`config.mk`:
```
export PLATFORM = sky130hd
export DESIGN_NAME = decodificar_inmediato
export DESIGN_NICKNAME = d
export VERILOG_FILES = /design/src/rtl/decodificar_inmediato.sv
export SDC_FILE = /design/constraint.sdc
export NUM_CORES = 1
export LEC_CHECK = 0
export BUFFER_PORTS_ARGS = -buffer_cell sky130_fd_sc_hd__buf_2
export CAP_MARGIN = 15
export CORE_UTILIZATION = 35
export CTS_CLUSTER_DIAMETER = 40
export DETAILED_ROUTE_END_ITERATION = 10
export SLEW_MARGIN = 20
export SYNTH_ARGS = -nofsm -noshare
export SYNTH_HDL_FRONTEND = slang
export SYNTH_SLANG_ARGS = --single-unit
export TNS_END_PERCENT = 20
```
`constraint.sdc`:
```
create_clock -name clk -period 5 [get_ports clk]
set_clock_uncertainty 0.2 [all_clocks]
set_input_delay 0.25 -clock clk [delete_from_list [all_inputs] [get_ports clk]]
set_output_delay 0.25 -clock clk [all_outputs]
set_load 0.005 [all_outputs]
```
`src/rtl/decodificar_inmediato.sv`:
```
// Two-stage RV32I immediate decoder: S1 captures the word and its format code, S2 builds the
// sign-extended immediate. Both stages use valid/ready handshakes and count delivered results.
module decodificar_inmediato #(
  parameter int ANCHO_CONT = 16
) (
  input  logic                  clk,
  input  logic                  reset,
  input  logic [31:0]           Instr,
  input  logic                  Instr_Valid,
  output logic                  Instr_Ready,
  output logic [31:0]           Inmediato,
  output logic [4:0]            Imm_Bajo,
  output logic [6:0]            Imm_Alto,
  output logic [2:0]            Tipo,
  output logic                  Error,
  output logic                  Salida_Valid,
  input  logic                  Salida_Ready,
  output logic [ANCHO_CONT-1:0] Contador
);

  typedef enum logic [2:0] {
    TIPO_R      = 3'd0,
    TIPO_I      = 3'd1,
    TIPO_S      = 3'd2,
    TIPO_B      = 3'd3,
    TIPO_U      = 3'd4,
    TIPO_J      = 3'd5,
    TIPO_ILEGAL = 3'd7
  } tipo_e;

  function automatic tipo_e decodificar(input logic [6:0] opcode);
    tipo_e t;
    case (opcode)
      7'b0110011:                         t = TIPO_R;
      7'b0010011, 7'b0000011, 7'b1100111: t = TIPO_I;
      7'b0100011:                         t = TIPO_S;
      7'b1100011:                         t = TIPO_B;
      7'b0110111, 7'b0010111:             t = TIPO_U;
      7'b1101111:                         t = TIPO_J;
      default:                            t = TIPO_ILEGAL;
    endcase
    return t;
  endfunction

  // The opcode is fully captured by the format code, so S1 keeps only bits [31:7].
  logic                  s1_valid_q;
  logic [31:7]           s1_instr_q;
  tipo_e                 s1_tipo_q;
  logic                  salida_valid_q;
  logic [31:0]           inmediato_q;
  tipo_e                 tipo_q;
  logic                  error_q;
  logic [ANCHO_CONT-1:0] contador_q;

  logic        s1_load;
  logic        s2_load;
  logic [31:0] inmediato_d;

  assign s2_load     = !salida_valid_q || Salida_Ready;
  assign s1_load     = !s1_valid_q || s2_load;
  assign Instr_Ready = s1_load && !reset;

  always_comb begin
    inmediato_d = 32'd0;
    case (s1_tipo_q)
      TIPO_I:  inmediato_d = {{20{s1_instr_q[31]}}, s1_instr_q[31:20]};
      TIPO_S:  inmediato_d = {{20{s1_instr_q[31]}}, s1_instr_q[31:25], s1_instr_q[11:7]};
      TIPO_B:  inmediato_d = {{19{s1_instr_q[31]}}, s1_instr_q[31], s1_instr_q[7],
                              s1_instr_q[30:25], s1_instr_q[11:8], 1'b0};
      TIPO_U:  inmediato_d = {s1_instr_q[31:12], 12'd0};
      TIPO_J:  inmediato_d = {{11{s1_instr_q[31]}}, s1_instr_q[31], s1_instr_q[19:12],
                              s1_instr_q[20], s1_instr_q[30:21], 1'b0};
      default: inmediato_d = 32'd0;
    endcase
  end

  always_ff @(posedge clk) begin
    if (reset) begin
      s1_valid_q     <= 1'b0;
      s1_instr_q     <= '0;
      s1_tipo_q      <= TIPO_R;
      salida_valid_q <= 1'b0;
      inmediato_q    <= 32'd0;
      tipo_q         <= TIPO_R;
      error_q        <= 1'b0;
      contador_q     <= '0;
    end else begin
      if (s1_load) begin
        s1_valid_q <= Instr_Valid;
        if (Instr_Valid) begin
          s1_instr_q <= Instr[31:7];
          s1_tipo_q  <= decodificar(Instr[6:0]);
        end
      end
      // An empty S1 still advances as a bubble; S2 data is only replaced by a real word.
      if (s2_load) begin
        salida_valid_q <= s1_valid_q;
        if (s1_valid_q) begin
          inmediato_q <= inmediato_d;
          tipo_q      <= s1_tipo_q;
          error_q     <= (s1_tipo_q == TIPO_ILEGAL);
        end
      end
      if (salida_valid_q && Salida_Ready) begin
        contador_q <= contador_q + 1'b1;
      end
    end
  end

  assign Salida_Valid = salida_valid_q;
  assign Inmediato    = inmediato_q;
  assign Imm_Bajo     = inmediato_q[4:0];
  assign Imm_Alto     = inmediato_q[11:5];
  assign Tipo         = tipo_q;
  assign Error        = error_q;
  assign Contador     = contador_q;

endmodule

```
==> results.yml, run 1 <==
flow_run:
  cap_violations: 0
synthesis:
  synth_edf_count: 0
  synth-main-ff-cell: "dfxtp_1"
  ys_seq_area_share_pct: 47.13
  synthesis.nets: 457
  ys_ff_latch: 82
  ys_warn_count: 0
  syn_inst: 420
  syn_avg_cell_area_sq_um: 8.294
  async_flop_share_pct: 0
  synth.distinct_cells: 45
  netlist_area_sq_mm: 0.003483
pwr:
  vdd_drop_max_uv: 114.0
  p_total_mw: 1.353
  p_sw_share_pct: 25.47
  leakagePower_nw: 1.897
  power.density_mw_per_mm2: 304.9
  p_int_mw: 1.008
  seqPwrFrac_pct: 52.5
  switchingPower_uw: 344.5
  p_clk_share_pct: 36.2
  combPwrFrac_pct: 11.3
worst_setup_path:
  criticalPathCategory: "reg -> reg"
  cp_slowest_stage_delay_ns: 0.90
  crit_path_cell_trace: "nor2_1 > o311ai_2 > a21oi_1 > nor3_1"
  end_kind: "flip-flop"
  crit_path_end: "Inmediato[15]"
  r2r-end: "Inmediato[15]"
  arrival_ns: 2.39
  critPathSlowestCell: "dfxtp_1"
  cp-start-kind: "flip-flop"
  crit_path_start: "s1_tipo_q[1]"
  r2r_slack_ns: 2.67
  r2r-start: "s1_tipo_q[1]"
  required_ns: 5.07
  r2r_cells: 4
  worstPathMaxFanout: 26
timing:
  fin_ws_ns: 2.672
  finalHoldViolCount: 0
  fin_setup_tns_ns: 0
  finalMaxSlewViolations: 0
  relSlewSlack_pct: 32.68
  timing.fmax_mhz: 429.5
  fin_crit_sh_pct: 46.56
  rsz0062_at_grt: "false"
  finalCriticalPeriod_ns: 2.328
  finalSetupViolations: 0
  fin_hold_ws_ns: 0.03899
  tightest_slew_ns: 1.007
floorplanning:
  die-area_sq_mm: 0.01036
  core_area_sq_mm: 0.009729
  die_h_um: 101.8
  start_util_pct: 35.80
  std_cell_rows: 36
  io_pins: 102
  die_w_um: 101.8
clocking:
  clk-insertion-delay-late_ns: 0.36
  cts_buffers: 9
  clock-sinks: 82
  root_buffer: "clkbuf_8"
  cts_tree: "done"
  cts.repair.resized: 0
  path_clk_slew_ns: 0.08
  clockBufferDepth: 2
  htree_levels: 3
global_route:
  antenna_found_initial: 0
  grtUsageMet3_pct: 3.451
  grt_use_met2_pct: 27.29
  grt_pass1_vias: 2934
  use_met1_pct: 22.42
  overflow: 0
  track_usage_pct: 17.07
  grt_max_degree: 55
  busiest_layer: "met2"
  grt_pass1_wl_um: 13780
status:
  run_status: "finished, final reports clean"
routing:
  wl_per_cell_um: 12.72
  dr.pass1.iters: 4
  routed_wirelength_um: 8408
  viasPerCell: 4.803
  drc_errors: 0
  final_antenna_net_count: 0
  via_count: 3175
  dr.first_iter.drc_count: 95
finish:
  final_common_cell: "buf_2"
  antenna_cells: 0
  fin_cells: 661
  stdcell_area_sq_mm: 0.004437
  final_cell_mix: "101 x buf_2, 82 x dfxtp_1, 73 x nand2_1"
  nets: 560
  fill_cells: 1003
  post-route-util_pct: 45.60
  area_delta_synth_final_pct: 27.37
  drive_gt1_share_pct: 25.76
placement:
  placed_area_sq_mm: 0.003973
  place.port_buffers: 101
  dp_hpwl_um: 5781
  pre_cts_ws_ns: 2.722
  place_congestion: 0.7282
  dp.cells: 619
min_path:
  min_path_type: "in -> reg"
[critical path: cells and delay by family (launching register included)]
| family | cells | cell delay [ns] |
|---|---|---|
| AOI/OAI and AO/OA | 2 | 0.71 |
| and+or+nand+nor | 2 | 0.43 |
| DFF | 1 | 0.90 |
[power by group through the flow]
stage | Combinational (mW) | Sequential [mW] | Clock (mW)
2_1_floorplan | 0.0959 | 0.715 | 0
5_1_grt | 0.173 | 0.715 | 0.528
3_5_place_dp | 0.138 | 0.725 | 0
3_3_place_gp | 0.135 | 0.725 | 0
6_report | 0.152 | 0.710 | 0.490
4_1_cts | 0.154 | 0.710 | 0.501
[synthesized netlist by cell type (all sizes together), types with 3 or more instances]
cell type	instances	area, sq um
dfxtp	82	1642
nand2	73	274.0
a21oi	58	294.0
nor2	51	193.9
buf	27	167.7
nor3	24	120.1
clkbuf	12	45.04
o21a	11	82.58
nand3	8	45.04
inv	7	26.27
nor2b	7	46.30
a211oi	6	45.04
a22oi	6	45.04
a32oi	6	52.55
xnor2	6	52.55
nor4	5	46.29
mux2	4	45.04
nand4	4	40.04
xor2	4	35.03
mux2i	3	30.03
[kinds of logic (layout without fill, tap and decap cells)]
logic type                 Yosys count  in the layout  share of synthesized area (%)
AOI/OAI and AO/OA                   94             94                          16.74
DFF                                 82             82                          47.13
and+or+nand+nor                    180            180                          24.25
buffers and inverters               46            154                          6.860
muxes                                7              7                          2.155
adders and majority gates            1              1                         0.3591
xor gates and xnor gates            10             10                          2.514
[routing by layer]
| metal | routed length [um] | up-vias |
|---|---|---|
| met5 | 0 | - |
| met4 | 125 | 0 |
| met3 | 469 | 11 |
| met2 | 3817 | 93 |
| met1 | 3995 | 1441 |
| li1 | - | 1630 |
[worst min-delay path by stage]
stage / depth (start not counted) / start / endpoint / slack (ns)
CTS: 3 / Instr[3] / s1_tipo_q[0] / 0.02
finish: 3 / Instr[3] / s1_tipo_q[0] / 0.04
floorplan: 2 / Instr[10] / s1_instr_q[10] / 0.19
global route: 3 / Instr[3] / s1_tipo_q[0] / 0.05
detailed placement: 2 / Inmediato[31] / Inmediato[31] / 0.25
global placement: 2 / Inmediato[31] / Inmediato[31] / 0.24
[state kept, by name, summed over array words and instances (netlist names)]
signal,cells
Inmediato,32
s1_instr_q,25
Contador,16
Tipo,3
s1_tipo_q,3
Error,1
Salida_Valid,1
s1_valid_q,1
[repair_timing]
action	CTS	global route
setup endpoints to repair	0	0
hold buffers	26	0
buffers inserted	0	0
endpoints found under the hold margin	26	0
[area by class of cell]
type | instances | area (sq um) | area share [%]
Sequential cell | 82 | 1642 | 37.00
Multi-Input combinational cell | 292 | 1603 | 36.13
Timing Repair Buffer | 131 | 795.8 | 17.94
Tap cell | 133 | 166.4 | 3.751
Clock buffer | 11 | 151.4 | 3.412
Clock inverter | 5 | 52.55 | 1.184
Inverter | 7 | 26.28 | 0.5922
No activity file was read; power rests on OpenSTA's default activity.
==> inputs of run 2 (changes only) <==
Clock period 5 ns to 2.1 ns, I/O delays scaled along.
==> run 2 against run 1 <==
Count of clock-buffer cells in the layout shrank 2. Total power grew 140%. Routed wire length grew 2.0%. Flip-flop and latch count is the same. Setup slack lost 2.5 ns. Global-route usage grew 0.40 points. Design area grew 3.8%. Register-to-register slack lost 2.5 ns. Highest routed layer unchanged.
==> results.yml, run 2 (synthesis results as in run 1) <==
clocking:
  cts.repair.resized: 0
  htree_levels: 3
  root_buffer: "clkbuf_8"
  holdBufCountCts: 34
  clk-insertion-delay-late_ns: 0.36
  cts_buffers: 9
  clock-sinks: 82
  clockBufferDepth: 2
  post_cts_buffers: 0
  path_clk_slew_ns: 0.09
  cts_tree: "done"
timing:
  finalMaxSlewViolations: 0
  fin_crit_sh_pct: 91.78
  fin_setup_tns_ns: 0
  finalSetupViolations: 0
  relSlewSlack_pct: 57.78
  finalHoldViolCount: 0
  tightest_slew_ns: 0.6323
  finalCriticalPeriod_ns: 1.927
  fin_ws_ns: 0.1727
  timing.fmax_mhz: 518.9
  rsz0062_at_grt: "false"
floorplanning:
  start_util_pct: 35.80
  std_cell_rows: 36
  die-area_sq_mm: 0.01036
  io_pins: 102
  die_w_um: 101.8
  die_h_um: 101.8
  core_area_sq_mm: 0.009729
routing:
  via_count: 3199
  viasPerCell: 4.718
  routed_wirelength_um: 8573
  wl_per_cell_um: 12.64
  dr.pass1.iters: 5
  final_antenna_net_count: 0
  dr.first_iter.drc_count: 118
  drc_errors: 0
finish:
  fill_cells: 1009
  fin_cells: 678
  stdcell_area_sq_mm: 0.004607
  nets: 577
  final_common_cell: "buf_2"
  largest_register_ffs: 32
  antenna_cells: 0
  post-route-util_pct: 47.35
  drive_gt1_share_pct: 26.61
  final_cell_mix: "101 x buf_2, 82 x dfxtp_1, 73 x nand2_1"
  area_delta_synth_final_pct: 32.26
placement:
  dp_hpwl_um: 5998
  pre_cts_ws_ns: 0.1775
  dp.cells: 628
  place.port_buffers: 101
  placed_area_sq_mm: 0.004065
  place_congestion: 0.7625
worst_setup_path:
  required_ns: 2.14
  crit_path_cell_trace: "nand3_2 > nor4_4 > nor3b_2 > mux2_2"
  criticalPathCategory: "reg -> reg"
  end_kind: "flip-flop"
  cp-start-kind: "flip-flop"
  arrival_ns: 1.97
  r2r_slack_ns: 0.17
  worstPathMaxFanout: 10
  critPathSlowestCell: "dfxtp_1"
  cp_slowest_stage_delay_ns: 0.49
global_route:
  antenna_found_initial: 0
  track_usage_pct: 17.47
  overflow: 0
  grt_max_degree: 52
  grt_pass1_wl_um: 13920
  grt_pass1_vias: 2938
pwr:
  leakagePower_nw: 1.967
  power.density_mw_per_mm2: 706.6
  vdd_drop_max_uv: 498.9
flow_run:
  cap_violations: 0
status:
  run_status: "finished, final reports clean"
min_path:
  min_path_type: "in -> reg"
run 2: cell type report:
class	instances	area [sq um]	area share, %
well taps	133	166.4	3.612
inverters	7	26.28	0.5703
repair buffers	148	968.4	21.02
clock buffers	9	123.9	2.689
clock inverters	7	77.57	1.684
multi-input cells	292	1603	34.79
flip-flops and latches	82	1642	35.63
run 2: routing by layer:
metal	part of all wire (%)	track usage, %	wire length [um]	up-vias
met2	44	27.75	3813	76
li1	-	-	-	1668
met4	1.5	6.689	125	0
met1	50	23.28	4290	1445
met5	0	0	0	-
met3	4.0	3.520	343	10
run 2: worst max-delay path: cells and delay by family, from the launching register on:
family | cells | cell delay (ns)
multiplexers | 1 | 0.34
AND/OR/NAND/NOR | 3 | 0.79
flip-flops | 1 | 0.49
run 2: path summary, 6_finish.rpt:
| check | to | from | cells after the start |
|---|---|---|---|
| max | Contador[15] | Salida_Valid | 4 |
| min | s1_tipo_q[0] | Instr[5] | 4 |
| max reg2reg | Contador[15] | Salida_Valid | 4 |
| min reg2reg | Inmediato[31] | Inmediato[31] | 2 |
run 2: report_power, final:
group	internal [mW]	total (mW)	switching (mW)	leakage, nW
registers	1.63	1.68	0.0563	0.671
clock network	0.557	1.17	0.610	0.0885
logic	0.196	0.407	0.211	1.21
run 2: through the flow:
step | power, mW | hold WS, ns
6_report | 3.255 | 0.04300
5_1_grt | 3.416 | 0.03726
4_1_cts | 3.282 | 0.02784
3_5_place_dp | 2.079 | 0.1499
3_3_place_gp | 2.071 | 0.1555
2_1_floorplan | 1.931 | 0.04096
